**src/rtl/frogger_pkg.sv**
```systemverilog
// Shared game definitions: state encodings and default game parameters used by
// the game top and by the state controller.
package frogger_pkg;

  typedef enum logic [1:0] {
    ST_IDLE    = 2'b00,
    ST_RUNNING = 2'b01,
    ST_P1_WINS = 2'b10,
    ST_CLEANUP = 2'b11
  } game_state_e;

  localparam int LIVES_DEFAULT     = 3;
  localparam int WIN_SCORE_DEFAULT = 10;

endpackage

```
**src/rtl/edge_detect_rise.sv**
```systemverilog
// Rising-edge detector; a level already high when reset releases is not an edge
// until the input has been seen low at least once.
module edge_detect_rise (
  input  logic i_Clk,
  input  logic i_Rst_L,
  input  logic i_Sig,
  output logic o_Rise
);

  logic prev_q;
  logic armed_q;

  always_ff @(posedge i_Clk) begin
    if (!i_Rst_L) begin
      prev_q  <= 1'b0;
      armed_q <= 1'b0;
    end else begin
      prev_q  <= i_Sig;
      armed_q <= armed_q | ~i_Sig;
    end
  end

  assign o_Rise = i_Sig & ~prev_q & armed_q;

endmodule

```
**src/rtl/frogger_state_ctrl.sv**
```systemverilog
// Frogger game state controller: start/cleanup sequencing, lives, post-collision
// freeze and win detection. All outputs are registered.
module frogger_state_ctrl
  import frogger_pkg::*;
#(
  parameter int c_LIVES         = LIVES_DEFAULT,
  parameter int c_WIN_SCORE     = WIN_SCORE_DEFAULT,
  parameter int c_DEATH_TICKS   = 25000000,
  parameter int c_CLEANUP_TICKS = 16
) (
  input  logic       i_Clk,
  input  logic       i_Rst_L,
  input  logic       i_Game_Start,
  input  logic       i_Collided,
  input  logic [6:0] i_Score,
  output logic [1:0] o_State,
  output logic       o_Game_Active,
  output logic       o_Frog_Reset,
  output logic       o_Clear_Score,
  output logic [1:0] o_Lives,
  output logic       o_Game_Over
);

  localparam int FW = $clog2(c_DEATH_TICKS + 1);
  localparam int CW = $clog2(c_CLEANUP_TICKS + 1);

  game_state_e   state_q, state_d;
  logic [1:0]    lives_q, lives_d;
  logic          active_q, active_d;
  logic          frog_q, frog_d;
  logic          clear_q, clear_d;
  logic          over_q, over_d;
  logic [FW-1:0] freeze_q, freeze_d;
  logic [CW-1:0] clean_q, clean_d;
  logic          start_rise;
  logic          coll_rise;

  edge_detect_rise u_start_edge (
    .i_Clk  (i_Clk),
    .i_Rst_L(i_Rst_L),
    .i_Sig  (i_Game_Start),
    .o_Rise (start_rise)
  );

  edge_detect_rise u_coll_edge (
    .i_Clk  (i_Clk),
    .i_Rst_L(i_Rst_L),
    .i_Sig  (i_Collided),
    .o_Rise (coll_rise)
  );

  always_ff @(posedge i_Clk) begin
    if (!i_Rst_L) begin
      state_q  <= ST_IDLE;
      lives_q  <= 2'(c_LIVES);
      active_q <= 1'b0;
      frog_q   <= 1'b0;
      clear_q  <= 1'b0;
      over_q   <= 1'b0;
      freeze_q <= '0;
      clean_q  <= '0;
    end else begin
      state_q  <= state_d;
      lives_q  <= lives_d;
      active_q <= active_d;
      frog_q   <= frog_d;
      clear_q  <= clear_d;
      over_q   <= over_d;
      freeze_q <= freeze_d;
      clean_q  <= clean_d;
    end
  end

  always_comb begin
    state_d  = state_q;
    lives_d  = lives_q;
    active_d = active_q;
    frog_d   = 1'b0;
    clear_d  = 1'b0;
    over_d   = over_q;
    freeze_d = freeze_q;
    clean_d  = clean_q;
    case (state_q)
      ST_IDLE, ST_P1_WINS: begin
        active_d = 1'b0;
        if (start_rise) begin
          state_d = ST_CLEANUP;
          clear_d = 1'b1;
          lives_d = 2'(c_LIVES);
          over_d  = 1'b0;
          clean_d = CW'(c_CLEANUP_TICKS - 1);
        end
      end
      ST_CLEANUP: begin
        if (clean_q == '0) begin
          state_d  = ST_RUNNING;
          frog_d   = 1'b1;
          active_d = 1'b1;
        end else begin
          clean_d = clean_q - CW'(1);
        end
      end
      ST_RUNNING: begin
        // The freeze masks both collisions and wins until the frog respawns.
        if (freeze_q != '0) begin
          freeze_d = freeze_q - FW'(1);
          if (freeze_q == FW'(1)) begin
            frog_d   = 1'b1;
            active_d = 1'b1;
          end
        end else if (i_Score >= 7'(c_WIN_SCORE)) begin
          state_d  = ST_P1_WINS;
          active_d = 1'b0;
        end else if (coll_rise) begin
          active_d = 1'b0;
          if (lives_q > 2'd1) begin
            lives_d  = lives_q - 2'd1;
            freeze_d = FW'(c_DEATH_TICKS);
          end else begin
            lives_d = 2'd0;
            over_d  = 1'b1;
            state_d = ST_IDLE;
          end
        end
      end
      default: state_d = ST_IDLE;
    endcase
  end

  assign o_State       = state_q;
  assign o_Game_Active = active_q;
  assign o_Frog_Reset  = frog_q;
  assign o_Clear_Score = clear_q;
  assign o_Lives       = lives_q;
  assign o_Game_Over   = over_q;

endmodule

```
**config.mk**
```make
export PLATFORM = sky130hd
export DESIGN_NAME = frogger_state_ctrl
export DESIGN_NICKNAME = d
export VERILOG_FILES = /design/src/rtl/frogger_pkg.sv /design/src/rtl/edge_detect_rise.sv /design/src/rtl/frogger_state_ctrl.sv
export SDC_FILE = /design/constraint.sdc
export NUM_CORES = 1
export LEC_CHECK = 0
export ABC_AREA = 1
export BUFFER_PORTS_ARGS = -buffer_cell sky130_fd_sc_hd__buf_2
export CORE_MARGIN = 1.5
export CORE_UTILIZATION = 50
export CTS_CLUSTER_SIZE = 24
export DETAILED_ROUTE_END_ITERATION = 16
export PLACE_DENSITY = 0.68
export RECOVER_POWER = 100
export SKIP_CTS_REPAIR_TIMING = 1
export SYNTH_ARGS = -nofsm -noshare
export SYNTH_HDL_FRONTEND = slang
export SYNTH_SLANG_ARGS = --single-unit
```
**constraint.sdc**
```tcl
create_clock -name i_Clk -period 4.7 [get_ports i_Clk]
set_input_delay 0.235 -clock i_Clk [delete_from_list [all_inputs] [get_ports i_Clk]]
set_output_delay 0.235 -clock i_Clk [all_outputs]
set_load 0.005 [all_outputs]
```
==> results of run 1 <==
-- sequential cells by signal, summed over array words and instances, names as in the netlist --
name / count
freeze_q: 25
clean_q: 5
o_Lives: 2
o_State: 2
o_Clear_Score: 1
o_Frog_Reset: 1
o_Game_Active: 1
o_Game_Over: 1
u_coll_edge.armed_q: 1
u_coll_edge.prev_q: 1
u_start_edge.armed_q: 1
u_start_edge.prev_q: 1
-- worst register-to-register path: cells and delay by family (launching register included) --
family / cells / cell delay, ns
buffers and inverters: 1 / 0.17
AO/OA/AOI/OAI: 1 / 0.16
flip-flops: 1 / 0.34
AND/OR/NAND/NOR: 7 / 2.29
adder cells (fa/ha/maj): 1 / 0.36
-- area by class of cell --
| class | count | area [µm²] |
|---|---|---|
| clock buffers | 5 | 68.8 |
| fillers | 558 | 2310 |
| flip-flops and latches | 42 | 841 |
| repair buffers | 18 | 85.1 |
| well taps | 70 | 87.6 |
| clock inverters | 3 | 45.0 |
| inverters | 43 | 161 |
| multi-input cells | 310 | 1540 |
-- kinds of logic (layout without fill, tap and decap cells) --
kind of cell    count (synthesis)  in the layout  synth area share, %
compound gates                 44             44                 9.77
buf+inv                        55             69                 9.16
xor+xnor                        8              8                 2.62
fa+ha+maj                       4              4                 1.87
flops                          42             42                 31.4
simple gates                  254            254                 45.2
-- report_power, final --
group          switching (W)  internal, W  leakage (nW)  total (W)
sequential        0.00000805     0.000366         0.341   0.000374
combinational      0.0000565    0.0000289         0.989  0.0000854
clock               0.000138     0.000158        0.0504   0.000296
total               0.000203     0.000553          1.38   0.000756
-- stage by stage --
stage | setup slack (ns) | hold slack [ns] | total power (W)
after floorplan | 2.87 | 0.320 | 0.000448
after global placement | 1.89 | 0.428 | 0.000469
after detailed placement | 1.81 | 0.434 | 0.000471
after CTS | 1.77 | 0.108 | 0.000768
after global routing | 0.908 | 0.127 | 0.000788
final | 1.31 | 0.119 | 0.000756
-- worst min path at each step --
| stage | start | cells past startpoint | endpoint |
|---|---|---|---|
| global placement | i_Game_Start | 3 | u_start_edge.prev_q |
| global route | i_Game_Start | 3 | u_start_edge.prev_q |
| detailed placement | i_Game_Start | 3 | u_start_edge.prev_q |
| floorplan | i_Rst_L | 1 | o_Lives[1] |
| finish | i_Game_Start | 3 | u_start_edge.prev_q |
| CTS | i_Game_Start | 3 | u_start_edge.prev_q |
-- metal layers --
layer,vias up,global-route usage [%]
met3,7,4.07
met2,51,38.3
met1,1155,27.1
met5,-,0
met4,0,7.41
li1,1330,-
-- layout by cell type, fill, tap and decap left out, drive strengths merged --
master,synthesis,final
buf,9,14
o21a,1,1
o21bai,2,2
clkinvlp,0,2
bufinv,0,1
nor2,73,73
or2,1,1
nand2,117,117
clkinv,1,1
xnor2,5,5
nand3,46,46
a21oi,30,30
nand4,13,13
a31oi,3,3
a221oi,1,1
xor2,3,3
ha,4,4
nand3b,3,3
clkbuf,3,9
nor3,1,1
inv,42,42
o21ai,7,7
dfxtp,42,42
==> flow_summary_export.csv, run 1 <==
group,metric,value,unit
worst_setup_path,cp_num_buf_inv,1,
cells_and_area,layout.cells.non_filler,491,
worst_setup_path,start_kind,"register",
grt,grt_pass1_vias,2346,
drt,drtIter0Drc,143,
worst_setup_path,crit_cells,10,
yosys,syn_area_per_cell,6.58,µm²
drt,drcViolationCount,0,
floorplanning,core_area,5140,µm²
placed_design,gp_congestion,0.822,
worst_setup_path,crit_top_cell,"nand2_1",
cells_and_area,nets,435,
yosys,synth_most_common_cell,"nand2_1",
sta,slew_headroom,-10.8,%
drt,met2_length,2880,µm
worst_setup_path,critPathArrivalTime,3.61,ns
worst_setup_path,crit_family,"simple AND/OR/NAND/NOR gates",
sta,slew_violations,34,
worst_setup_path,r2r-start,"freeze_q[0]",
worst_setup_path,cp_slowest_cell,"nor2_1",
drt,firstDrtPassIters,4,
clocking,cts_tree,"built",
clocking,clock_latency,0.30,ns
clocking,cts_buffer_depth,2,
drt,top_layer,"met4",
sta,post-route-period-util,72.1,%
placed_design,hpwl,4150,µm
yosys,synth_top_area_share,31.4,%
placed_design,dpl.cell_count,483,
drt,wirelength,6020,µm
worst_setup_path,cp-startpoint,"freeze_q[0]",
status,violations,"capacitance limit, slew limit",
drt,post_drt_wl_per_cell,12.3,µm
pwr,ir_worst_vdd,0.156,mV
floorplanning,die_w,76.2,µm
clocking,clk_pin_slew_worst_paths,0.09,ns
worst_setup_path,cp_data_required_time,4.92,ns
worst_setup_path,reg2regPathDepth,10,
yosys,synthTopCellsByCount,"nand2_1 (111), nor2_1 (67), dfxtp_1 (42), inv_1 (42), nand3_1 (35)",
pwr,leakage,1.38,nW
cells_and_area,stdcell_area,2830,µm²
yosys,synthDistinctLibCells,33,
sta,timing.final.crit_period,3.39,ns
status,outcome,"finished, violations left",
worst_setup_path,critPathCaptureType,"register",
sta,fin_skew,0.00372,ns
worst_setup_path,worstPathCellList,"inv_1 -> ha_1 -> nand2_1 -> nor2_1 -> nand3_1 -> nand2_1 -> nand2_2 -> nand2_4 -> nand2_1 -> a21oi_1",
yosys,synth-seq-area-share,31.4,%
cells_and_area,area_growth,5.61,%
yosys,ys_seq_elements,42,
yosys,synth_top_area_cell,"dfxtp_1",
worst_setup_path,rrSetupSlack,1.31,ns
sta,tightest_slew,1.66,ns
sta,rsz0062_at_grt,"false",
worst_setup_path,worst_path_largest_cell_delay,0.50,ns
placed_design,portBuffers,17,
floorplanning,boundaryPins,19,
cells_and_area,drive_gt1_share,10.9,%
placed_design,place_area,2770,µm²
clocking,htree_levels,2,
yosys,yosysWarnings,0,
yosys,synthCells,407,
clocking,cts.sinks,42,
floorplanning,rows,26,
grt,antenna_found_initial,0,
drt,ant_nets,0,
pwr,cellPowerDensity,267,nW/µm²
floorplanning,fp.dieH,76.2,µm
grt,grtUsageTotal,21.9,%
grt,overflow,0,
sta,hold_viol,0,
sta,clock.fmax,295,MHz
yosys,synth_edf_count,0,
yosys,synth-async-reset-ratio,0,%
drt,vias_per_cell,5.18,
worst_setup_path,path_max_fanout,25,
drt,dr_wl_met3,232,µm
min_path,min-delay-path-class,"input pin to register",
yosys,synthFlopType,"dfxtp_1",
cells_and_area,fin_util,55.0,%
floorplanning,initial_core_util,52.1,%
sta,finalSetupViolCount,0,
worst_setup_path,rr_endpoint,"freeze_q[17]",
yosys,synth_fp_nets,422,
yosys,synthTopCellsByArea,"dfxtp_1 (31%), nand2_1 (16%), nor2_1 (9.4%), nand3_1 (6.5%), inv_1 (5.9%)",
worst_setup_path,cp-endpoint,"freeze_q[17]",
clocking,cts_root_buffer,"clkbuf_8",
worst_setup_path,path_class,"register to register",
grt,grt_pass1_wl,10300,µm
grt,grt_max_degree,34,
drt,vias,2543,
sta,finalSetupTns,0,ns
floorplanning,die-area,5800,µm²
cells_and_area,diodes,0,
yosys,netlist_area,2680,µm²
clocking,numCtsBuffers,5,
flow_run,max-cap-violations,1,
drt,wl_met1,2830,µm
No activity file was read; power rests on OpenSTA's default activity.
==> run 2: changes to the inputs <==
clock period = 3.4 ns   (was 4.7 ns; I/O delays follow)
==> flow_summary_export.csv, run 2 (synthesis gave the netlist of run 1 again) <==
group,metric,value,unit
worst_setup_path,crit_top_cell,"nand2_1",
pwr,ir_worst_vdd,0.277,mV
cells_and_area,regMostFlops,"freeze_q",
clocking,cts.sinks,42,
clocking,cts_buffer_depth,2,
cells_and_area,largest_reg_flops,25,
sta,slew_headroom,38.9,%
worst_setup_path,reg2regPathDepth,11,
worst_setup_path,critPathArrivalTime,3.01,ns
sta,slew_violations,0,
floorplanning,boundaryPins,19,
sta,clock.fmax,358,MHz
grt,grtUsageTotal,22.3,%
clocking,cts_tree,"built",
flow_run,max-cap-violations,0,
worst_setup_path,cp_data_required_time,3.62,ns
cells_and_area,layout_commonest_cell,"nand2_1",
placed_design,hpwl,4310,µm
worst_setup_path,path_max_fanout,25,
worst_setup_path,crit_cells,11,
worst_setup_path,start_kind,"register",
drt,drtIter0Drc,102,
sta,timing.final.crit_period,2.79,ns
status,outcome,"finished clean",
sta,finalSetupViolCount,0,
sta,fin_skew,0.00730,ns
drt,vias_per_cell,5.23,
floorplanning,rows,26,
placed_design,dpl.cell_count,485,
clocking,clk_pin_slew_worst_paths,0.09,ns
floorplanning,fp.dieH,76.2,µm
floorplanning,core_area,5140,µm²
drt,wirelength,5990,µm
placed_design,portBuffers,17,
worst_setup_path,crit_family,"simple AND/OR/NAND/NOR gates",
cells_and_area,final_cell_mix,"nand2_1 (113), nor2_1 (67), inv_1 (42), dfxtp_1 (42), nand3_1 (36)",
sta,finalSetupTns,0,ns
clocking,numCtsBuffers,5,
sta,fin_hold_ws,0.0625,ns
drt,post_drt_wl_per_cell,12.1,µm
worst_setup_path,critPathCaptureType,"register",
worst_setup_path,worstPathCellList,"inv_1 -> ha_1 -> nand2_1 -> nor2_8 -> nand3_1 -> nand2_1 -> nand2_2 -> buf_4 -> nand2_4 -> nand2_1 -> a21oi_1",
drt,ant_nets,0,
pwr,leakage,1.42,nW
sta,rsz0062_at_grt,"false",
floorplanning,initial_core_util,52.1,%
grt,overflow,0,
floorplanning,die-area,5800,µm²
cells_and_area,area_growth,7.80,%
clocking,cts_root_buffer,"clkbuf_8",
grt,grt_max_degree,26,
drt,drcViolationCount,0,
worst_setup_path,path_class,"register to register",
sta,tightest_slew,0.917,ns
drt,firstDrtPassIters,4,
grt,grt_pass1_vias,2384,
sta,post-route-period-util,82.1,%
pwr,cellPowerDensity,387,nW/µm²
clocking,htree_levels,2,
clocking,clock_latency,0.30,ns
cells_and_area,drive_gt1_share,12.1,%
worst_setup_path,cp_slowest_cell,"ha_1",
placed_design,gp_congestion,0.825,
cells_and_area,diodes,0,
grt,antenna_found_initial,0,
grt,grt_pass1_wl,10500,µm
worst_setup_path,cp_num_buf_inv,2,
pwr,power,0.00112,W
worst_setup_path,worst_path_largest_cell_delay,0.36,ns
cells_and_area,layout.cells.non_filler,493,
cells_and_area,nets,437,
min_path,whs_path_depth,3,
cells_and_area,top_regs,"freeze_q (25), clean_q (5)",
floorplanning,die_w,76.2,µm
sta,hold_viol,0,
min_path,min-delay-path-class,"input pin to register",
drt,vias,2577,
run 2: area by class of cell:
class                           instances  area, µm²
Clock buffer                            5       68.8
Clock inverter                          3       68.8
Fill cell                             552       2250
Inverter                               43        161
Multi-Input combinational cell        310       1560
Sequential cell                        42        841
Tap cell                               70       87.6
Timing Repair Buffer                   20        101
run 2: worst register-to-register path: stages, from the launching register on:
cell     delay [ns]
dfxtp_1        0.33
inv_1          0.15
ha_1           0.36
nand2_1        0.26
nor2_8         0.23
nand3_1        0.29
nand2_1        0.27
nand2_2        0.06
buf_4          0.24
nand2_4        0.28
nand2_1        0.11
a21oi_1        0.15
run 2: power breakdown:
group	total [W]	leakage [nW]	internal, W	switching (W)
Combinational	0.000121	1.01	0.0000417	0.0000792
Clock	0.000478	0.0683	0.000294	0.000183
Sequential	0.000518	0.341	0.000506	0.0000112
run 2: metal layers:
metal  part of all wire [%]  routed length [µm]  vias to the layer above  global-route usage, %
li1                       -                   -                     1332                      -
met3                    5.0                 299                        9                   3.59
met4                    1.7                  99                        0                   8.89
met1                     46                2740                     1169                   27.8
met2                     48                2850                       67                   38.4
met5                      0                   0                        -                      0
run 2: per-stage QoR:
| step | setup WS [ns] | area [µm²] | util, % |
|---|---|---|---|
| floorplan | 1.57 | 2680 | - |
| global placement | 0.991 | 2790 | 54.3 |
| detailed placement | 0.944 | 2790 | 54.3 |
| CTS | 0.916 | 2930 | 56.9 |
| global route | 0.360 | 2890 | 56.2 |
| finish | 0.608 | 2890 | 56.2 |
run 2: worst paths after layout:
check | startpoint | to | slack (ns)
hold / removal | i_Game_Start | u_start_edge.prev_q | 0.06
hold reg to reg | u_coll_edge.armed_q | u_coll_edge.armed_q | 0.45
setup / recovery | freeze_q[0] | freeze_q[19] | 0.61
setup reg to reg | freeze_q[0] | freeze_q[19] | 0.61
